<file path="config.mk">
export PLATFORM = sky130hd
export DESIGN_NAME = gem_rx_w_frame_tracker
export DESIGN_NICKNAME = d
export VERILOG_FILES = /design/src/rtl/gem_rx_pkg.sv /design/src/rtl/gem_rx_status_fifo.sv /design/src/rtl/gem_rx_w_frame_tracker.sv
export SDC_FILE = /design/constraint.sdc
export NUM_CORES = 1
export LEC_CHECK = 0
export BUFFER_PORTS_ARGS = -buffer_cell sky130_fd_sc_hd__buf_4
export CAP_MARGIN = 25
export CORE_MARGIN = 1.5
export CORE_UTILIZATION = 40
export DETAILED_ROUTE_END_ITERATION = 12
export GPL_ROUTABILITY_DRIVEN = 1
export RECOVER_POWER = 100
export SYNTH_ARGS = -nofsm -noshare
export SYNTH_HDL_FRONTEND = slang
export SYNTH_SLANG_ARGS = --single-unit
</file>
<file path="constraint.sdc">
create_clock -name clock -period 7.7 [get_ports clock]
set_clock_uncertainty 0.2 [all_clocks]
set_input_delay 0.385 -clock clock [delete_from_list [all_inputs] [get_ports clock]]
set_output_delay 0.385 -clock clock [all_outputs]
set_load 0.1 [all_outputs]
</file>
<file path="src/rtl/gem_rx_pkg.sv">
// Shared types for the GEM RX write-side frame tracker.
//  - GEM status widths
//  - tracker FSM state
//  - per-frame record queued towards the status encoder
//  - helper that decodes the byte count of the final word of a frame
package gem_rx_pkg;

    localparam int unsigned GEM_RX_W_STATUS_WIDTH              = 45;
    localparam int unsigned GEM_RX_W_STATUS_FRAME_LENGTH_WIDTH = 14;
    localparam int unsigned GEM_RX_FRAME_LEN_WIDTH             = 13;

    typedef enum logic [1:0] {
        IDLE  = 2'd0,
        FRAME = 2'd1,
        DROP  = 2'd2
    } rx_tracker_state_t;

    typedef struct packed {
        logic [GEM_RX_W_STATUS_WIDTH-1:0]  status;
        logic [GEM_RX_FRAME_LEN_WIDTH-1:0] frame_length;
        logic                              dropped;
        logic                              len_mismatch;
    } rx_frame_record_t;

    // Valid bytes in the eop word: the low two status bits, where 0 means a full word.
    function automatic logic [2:0] eop_bytes(input logic [1:0] mod);
        return (mod == 2'd0) ? 3'd4 : {1'b0, mod};
    endfunction

endpackage

</file>
<file path="src/rtl/gem_rx_status_fifo.sv">
// Synchronous FIFO of per-frame records.
//  clock        in   single clock domain
//  resetn       in   synchronous active-low reset, empties the queue and clears storage
//  push_i       in   write push_data_i this cycle
//  push_data_i  in   record to enqueue
//  pop_i        in   remove head this cycle (ignored when empty)
//  push_drop_o  out  push requested but queue full with no pop: record lost
//  empty_o      out  queue empty
//  head_o       out  head-of-queue record (registered storage, stable until popped)
module gem_rx_status_fifo
    import gem_rx_pkg::*;
#(
    parameter int unsigned DEPTH = 4
) (
    input  logic             clock,
    input  logic             resetn,
    input  logic             push_i,
    input  rx_frame_record_t push_data_i,
    input  logic             pop_i,
    output logic             push_drop_o,
    output logic             empty_o,
    output rx_frame_record_t head_o
);

    localparam int unsigned      PtrW      = $clog2(DEPTH);
    localparam logic [PtrW:0]    FullCount = DEPTH[PtrW:0];

    rx_frame_record_t mem_q [DEPTH];
    logic [PtrW-1:0]  rd_ptr_q, rd_ptr_d;
    logic [PtrW-1:0]  wr_ptr_q, wr_ptr_d;
    logic [PtrW:0]    count_q, count_d;
    logic             do_pop, do_push;

    // Pop is evaluated first so a full queue can accept a push in the same cycle.
    assign do_pop      = pop_i && (count_q != '0);
    assign do_push     = push_i && ((count_q != FullCount) || do_pop);
    assign push_drop_o = push_i && !do_push;
    assign empty_o     = (count_q == '0);
    assign head_o      = mem_q[rd_ptr_q];

    always_comb begin
        rd_ptr_d = rd_ptr_q;
        wr_ptr_d = wr_ptr_q;
        count_d  = count_q;
        if (do_pop) begin
            rd_ptr_d = rd_ptr_q + PtrW'(1);
        end
        if (do_push) begin
            wr_ptr_d = wr_ptr_q + PtrW'(1);
        end
        unique case ({do_push, do_pop})
            2'b10:   count_d = count_q + (PtrW + 1)'(1);
            2'b01:   count_d = count_q - (PtrW + 1)'(1);
            default: count_d = count_q;
        endcase
    end

    always_ff @(posedge clock) begin
        if (!resetn) begin
            rd_ptr_q <= '0;
            wr_ptr_q <= '0;
            count_q  <= '0;
            for (int i = 0; i < int'(DEPTH); i++) begin
                mem_q[i] <= '0;
            end
        end else begin
            rd_ptr_q <= rd_ptr_d;
            wr_ptr_q <= wr_ptr_d;
            count_q  <= count_d;
            if (do_push) begin
                mem_q[wr_ptr_q] <= push_data_i;
            end
        end
    end

endmodule

</file>
<file path="src/rtl/gem_rx_w_frame_tracker.sv">
// GEM RX FIFO write-side frame tracker.
// Forwards payload words through a single output register, counts frame bytes and queues one
// {status, length, dropped, len_mismatch} record per frame for the status encoder. The GEM
// cannot be stalled, so any loss is reported on rx_w_overflow and flagged in the record.
//  clock, resetn            single clock, synchronous active-low reset
//  rx_w_wr/data/sop/eop     GEM write interface, one word per cycle
//  rx_w_err, rx_w_status    frame error and status, valid with eop
//  rx_w_flush               discard current frame
//  rx_w_overflow            one-cycle loss pulse back to the GEM
//  m_data/m_last/m_valid    payload towards the RX data buffer, m_ready backpressure
//  s_status/s_frame_length/s_dropped/s_len_mismatch/s_valid   head-of-queue record
//  s_ready                  consumer pops the record
module gem_rx_w_frame_tracker
    import gem_rx_pkg::*;
#(
    parameter int unsigned STATUS_DEPTH = 4,
    parameter int unsigned MAX_FRAME    = 8191
) (
    input  logic        clock,
    input  logic        resetn,
    input  logic        rx_w_wr,
    input  logic [31:0] rx_w_data,
    input  logic        rx_w_sop,
    input  logic        rx_w_eop,
    input  logic        rx_w_err,
    input  logic        rx_w_flush,
    input  logic [44:0] rx_w_status,
    output logic        rx_w_overflow,
    output logic [31:0] m_data,
    output logic        m_last,
    output logic        m_valid,
    input  logic        m_ready,
    output logic [44:0] s_status,
    output logic [12:0] s_frame_length,
    output logic        s_dropped,
    output logic        s_len_mismatch,
    output logic        s_valid,
    input  logic        s_ready
);

    localparam logic [13:0] MaxLen = MAX_FRAME[13:0];

    rx_tracker_state_t state_q, state_d;
    logic [12:0]       count_q, count_d;
    logic [31:0]       m_data_q, m_data_d;
    logic              m_last_q, m_last_d;
    logic              m_valid_q, m_valid_d;
    logic              ovf_q, ovf_d;

    logic              start;
    logic              blocked;
    logic [2:0]        word_bytes;
    logic [13:0]       base;
    logic [13:0]       sum;
    logic [12:0]       len_now;

    logic              take;
    logic              abort;
    logic              frame_push;
    logic              push;
    logic              push_drop;
    logic              fifo_empty;
    rx_frame_record_t  abort_rec;
    rx_frame_record_t  frame_rec;
    rx_frame_record_t  push_rec;
    rx_frame_record_t  head;

    assign start      = rx_w_wr && rx_w_sop;
    // Register holds a word the buffer is not taking this cycle: a new word would be lost.
    assign blocked    = m_valid_q && !m_ready;
    assign word_bytes = rx_w_eop ? eop_bytes(rx_w_status[1:0]) : 3'd4;
    // Length including the current word; a sop word restarts the count.
    assign base       = start ? 14'd0 : {1'b0, count_q};
    assign sum        = base + {11'b0, word_bytes};
    assign len_now    = (sum > MaxLen) ? MaxLen[12:0] : sum[12:0];

    always_comb begin
        state_d    = state_q;
        count_d    = count_q;
        m_data_d   = m_data_q;
        m_last_d   = m_last_q;
        m_valid_d  = m_valid_q && !m_ready;
        ovf_d      = 1'b0;
        take       = 1'b0;
        abort      = 1'b0;
        frame_push = 1'b0;
        abort_rec  = '0;
        frame_rec  = '0;

        unique case (state_q)
            IDLE: begin
                if (!rx_w_flush && start) begin
                    take = 1'b1;
                end
            end
            FRAME: begin
                if (rx_w_flush) begin
                    abort   = 1'b1;
                    state_d = DROP;
                end else if (rx_w_wr) begin
                    take  = 1'b1;
                    abort = rx_w_sop;
                end
            end
            DROP: begin
                if (!rx_w_flush) begin
                    if (start) begin
                        take = 1'b1;
                    end else if (rx_w_wr && rx_w_eop) begin
                        state_d = IDLE;
                    end
                end
            end
            default: state_d = IDLE;
        endcase

        // Abandoned frame: status is not valid outside eop, so it is recorded as zero.
        abort_rec.frame_length = count_q;
        abort_rec.dropped      = 1'b1;

        if (take) begin
            count_d = len_now;
            if (blocked) begin
                // Word lost: close the held word so the buffer can end the frame.
                ovf_d                  = 1'b1;
                m_last_d               = 1'b1;
                frame_push             = 1'b1;
                frame_rec.status       = rx_w_eop ? rx_w_status : '0;
                frame_rec.frame_length = len_now;
                frame_rec.dropped      = 1'b1;
                state_d                = rx_w_eop ? IDLE : DROP;
            end else begin
                m_data_d  = rx_w_data;
                m_last_d  = rx_w_eop;
                m_valid_d = 1'b1;
                if (rx_w_eop) begin
                    frame_push             = 1'b1;
                    frame_rec.status       = rx_w_status;
                    frame_rec.frame_length = len_now;
                    frame_rec.dropped      = rx_w_err;
                    frame_rec.len_mismatch = !rx_w_err && ({1'b0, len_now} != rx_w_status[13:0]);
                    state_d                = IDLE;
                end else begin
                    state_d = FRAME;
                end
            end
        end

        // One push port: when an abort and a completed/lost frame coincide, the abort record
        // wins and the second record is reported as lost.
        push     = abort || frame_push;
        push_rec = abort ? abort_rec : frame_rec;
        if ((abort && frame_push) || push_drop) begin
            ovf_d = 1'b1;
        end
    end

    always_ff @(posedge clock) begin
        if (!resetn) begin
            state_q   <= IDLE;
            count_q   <= '0;
            m_data_q  <= '0;
            m_last_q  <= 1'b0;
            m_valid_q <= 1'b0;
            ovf_q     <= 1'b0;
        end else begin
            state_q   <= state_d;
            count_q   <= count_d;
            m_data_q  <= m_data_d;
            m_last_q  <= m_last_d;
            m_valid_q <= m_valid_d;
            ovf_q     <= ovf_d;
        end
    end

    gem_rx_status_fifo #(
        .DEPTH (STATUS_DEPTH)
    ) u_status_fifo (
        .clock       (clock),
        .resetn      (resetn),
        .push_i      (push),
        .push_data_i (push_rec),
        .pop_i       (s_ready),
        .push_drop_o (push_drop),
        .empty_o     (fifo_empty),
        .head_o      (head)
    );

    assign rx_w_overflow  = ovf_q;
    assign m_data         = m_data_q;
    assign m_last         = m_last_q;
    assign m_valid        = m_valid_q;
    assign s_status       = head.status;
    assign s_frame_length = head.frame_length;
    assign s_dropped      = head.dropped;
    assign s_len_mismatch = head.len_mismatch;
    assign s_valid        = !fifo_empty;

endmodule

</file>
==> run summary <==
Max_slew headroom: -161%
I/O pin cnt: 182
Fin crit period: 5970 ps
FF+latch count, synth: 299
Final Wtd Congestion: 0.823
Fin nets: 1413
Post-Place Setup Slack: 2670 ps
First-pass GRT wire length: 51800 um
Core area: 0.0328 mm2
Async SR Flop Fraction: 0%
Post-Route Setup TNS: 0 ps
Detailed Place HPWL: 19500 um
Seq/Total Area, Yosys: 62.4%
Setup CP Type: input port to register
Pleak: 6.30 nW
Mapped Area: 0.0134 mm2
Hold WC Path Type: input port to register
RR Startpoint: state_q[1]
Crit end category: register
Largest net degree at the start of global routing: 79
Overall global routing resource usage: 19.5%
Violated checks: capacitance limit, slew limit
Pint: 3.18 mW
Clk sinks: 299
Post-synth top flop: edfxtp_1
Clock power frac: 35.5%
Combinational fraction of design power: 26.3%
Setup Viol. Count Final: 0
Total CTS buffers: 34
Iteration-0 DRC Markers: 617
DR WL/cell: 18.7 um
Die width: 186 um
Syn Nets: 1192
# diodes: 0
CTS tree: yes
Worst-Margin Slew: 3910 ps
R2R Path End: u_status_fifo.mem_q[1][15]
Switch Pwr: 1.71 mW
Initial Utilization: 41.0%
Share of cells above drive strength 1: 17.0%
Final Max Slew Viols: 265
Status: finished, violations left
Syn. warnings: 0
Post-DRT Antenna Nets: 0
Mean area per synthesized cell: 12.2 um2
Initial antenna violation count: 0
EDFF count, synth: 240
Worst setup path end: u_status_fifo.mem_q[2][25]
Grt total ovfl: 0
WHS Path Cells: 3
Crit path from: rx_w_wr
Power density cells: 293 mW/mm2
Max-cap violations: 6
Vias in the first global route: 9385
Post-CTS setup buffers: 0
Full die area: 0.0347 mm2
Max Buffers Root-to-Sink: 3
CTS root buf: clkbuf_16
Fmax: 0.168 GHz
Final Hold Vio Count: 0
Clock transition at path regs: 60 ps
RSZ-0062 raised after global routing: no
Part of the power in registers: 38.2%
Most common cell after layout, fill and taps aside: edfxtp_1
DR vias: 9389
Drt total wl: 33500 um
Distinct cells, synth: 65
Placed cell areas: 0.0151 mm2
Most frequent cells in the layout: edfxtp_1 (240), nor2_1 (179), nand2_1 (121), clkbuf_1 (107), buf_4 (92)
Vias per std cell: 5.25
Initial DRT Pass Iterations: 5
Setup slack, reg-to-reg: 2890 ps
Reg2reg path depth: 8
# rows: 66
CP Max Fanout: 38
PnR Total Power: 4.89 mW
Worst EP arrival: 5960 ps
Die height: 186 um
Period utilization: 77.5%
Clock Latency Late Sink: 510 ps
Residual DRC: 0
VDD IR max: 0.216 mV
H-Tree Depth: 2
CP required: 7690 ps
Worst Setup Start Kind: input port
Sw Share: 34.9%
Buffers on Ports: 181
Post-Syn Instances: 1101
Layout area overhead: 24.0%
Design Area, Final: 0.0167 mm2
Worst setup margin: 1730 ps
sequential cells by signal, summed over array words and instances (netlist names), named ones only:
register                flops
count_q                    13
m_data                     32
m_last                      1
m_valid                     1
rx_w_overflow               1
state_q                     2
u_status_fifo.count_q       3
u_status_fifo.mem_q       240
u_status_fifo.rd_ptr_q      2
u_status_fifo.wr_ptr_q      2
timing repair:
item	CTS	global route
hold buffers	69	0
endpoints found under the hold margin	76	0
gates resized for setup	0	0
layout make-up:
| type | instances | area [um2] |
|---|---|---|
| clock buffer | 48 | 985 |
| timing repair buffer | 265 | 1810 |
| clock inverter | 14 | 221 |
| multi-input combinational | 661 | 4460 |
| fill | 2910 | 16100 |
| sequential | 299 | 8390 |
| inverter | 61 | 229 |
| tap | 442 | 553 |
routing by layer:
layer	GRT usage, %	part of all wire, %	up-vias
li1	-	-	4404
met3	3.78	6.8	43
met4	4.58	1.6	0
met1	25.3	43	4614
met5	0	0	-
met2	33.7	49	328
how the worst min path moves through the flow:
stage                         start                          to  slack (ps)
floorplan                count_q[1]                  count_q[1]         250
global placement         m_data[16]                  m_data[16]         240
detailed placement       m_data[16]                  m_data[16]         250
CTS                 rx_w_status[12]  u_status_fifo.mem_q[3][27]           5
global route         rx_w_status[4]  u_status_fifo.mem_q[0][19]          30
finish              rx_w_status[12]  u_status_fifo.mem_q[3][27]          20
Yosys cell counts, drive strengths merged (3+ instances only):
master	count	area (um2)
nand3	46	240
nand2b	7	43.8
dfxtp	59	1180
and3	50	313
nor4	7	58.8
nor2	180	676
and2	10	65.1
clkbuf	49	184
a21oi	55	283
nor2b	3	18.8
inv	61	229
xor2	8	70.1
o21ai	22	110
mux2i	4	40.0
a211o	3	27.5
nor3	12	71.3
xnor2	9	78.8
or3	4	25.0
a211oi	9	72.6
a22oi	5	37.5
a31oi	5	31.3
nand4	3	18.8
nand2	123	469
ha	3	37.5
edfxtp	240	7210
buf	31	181
o211ai	3	22.5
mux4	60	1350
or2	3	18.8
through the flow:
| stage | utilization (%) | hold WS [ps] | instances |
|---|---|---|---|
| final | 50.8 | 21.6 | 1790 |
| after floorplan | - | 245 | 1101 |
| after global placement | 46.1 | 243 | 1657 |
| after detailed placement | 46.2 | 248 | 1658 |
| after CTS | 52.0 | 4.52 | 1789 |
| after global routing | 50.8 | 30.4 | 1790 |
worst max-delay path, stage by stage:
cell	delay, ps
dlygate4sd3_1	540
clkbuf_1	130
and2_0	520
o21ai_0	1330
o21ai_0	360
and2_0	380
nand2_1	380
or2_0	780
nand2_2	600
buf_4	500
kinds of logic after synthesis:
kind of cell / synth area share (%)
multiplexers: 10.4
AO/OA/AOI/OAI: 5.50
XOR/XNOR: 1.11
buffers and inverters: 4.42
adder cells (fa/ha/maj): 0.577
AND/OR/NAND/NOR: 15.5
flip-flops: 62.4
power groups by stage:
stage          Clock, mW  Sequential, mW  Combinational (mW)
2_1_floorplan          0            1.91                1.04
3_3_place_gp           0            1.90                1.34
3_5_place_dp           0            1.90                1.35
4_1_cts             1.76            1.87                1.38
5_1_grt             1.82            1.88                1.34
6_report            1.73            1.87                1.29
Note: power is estimated with default switching activity, not from simulation.
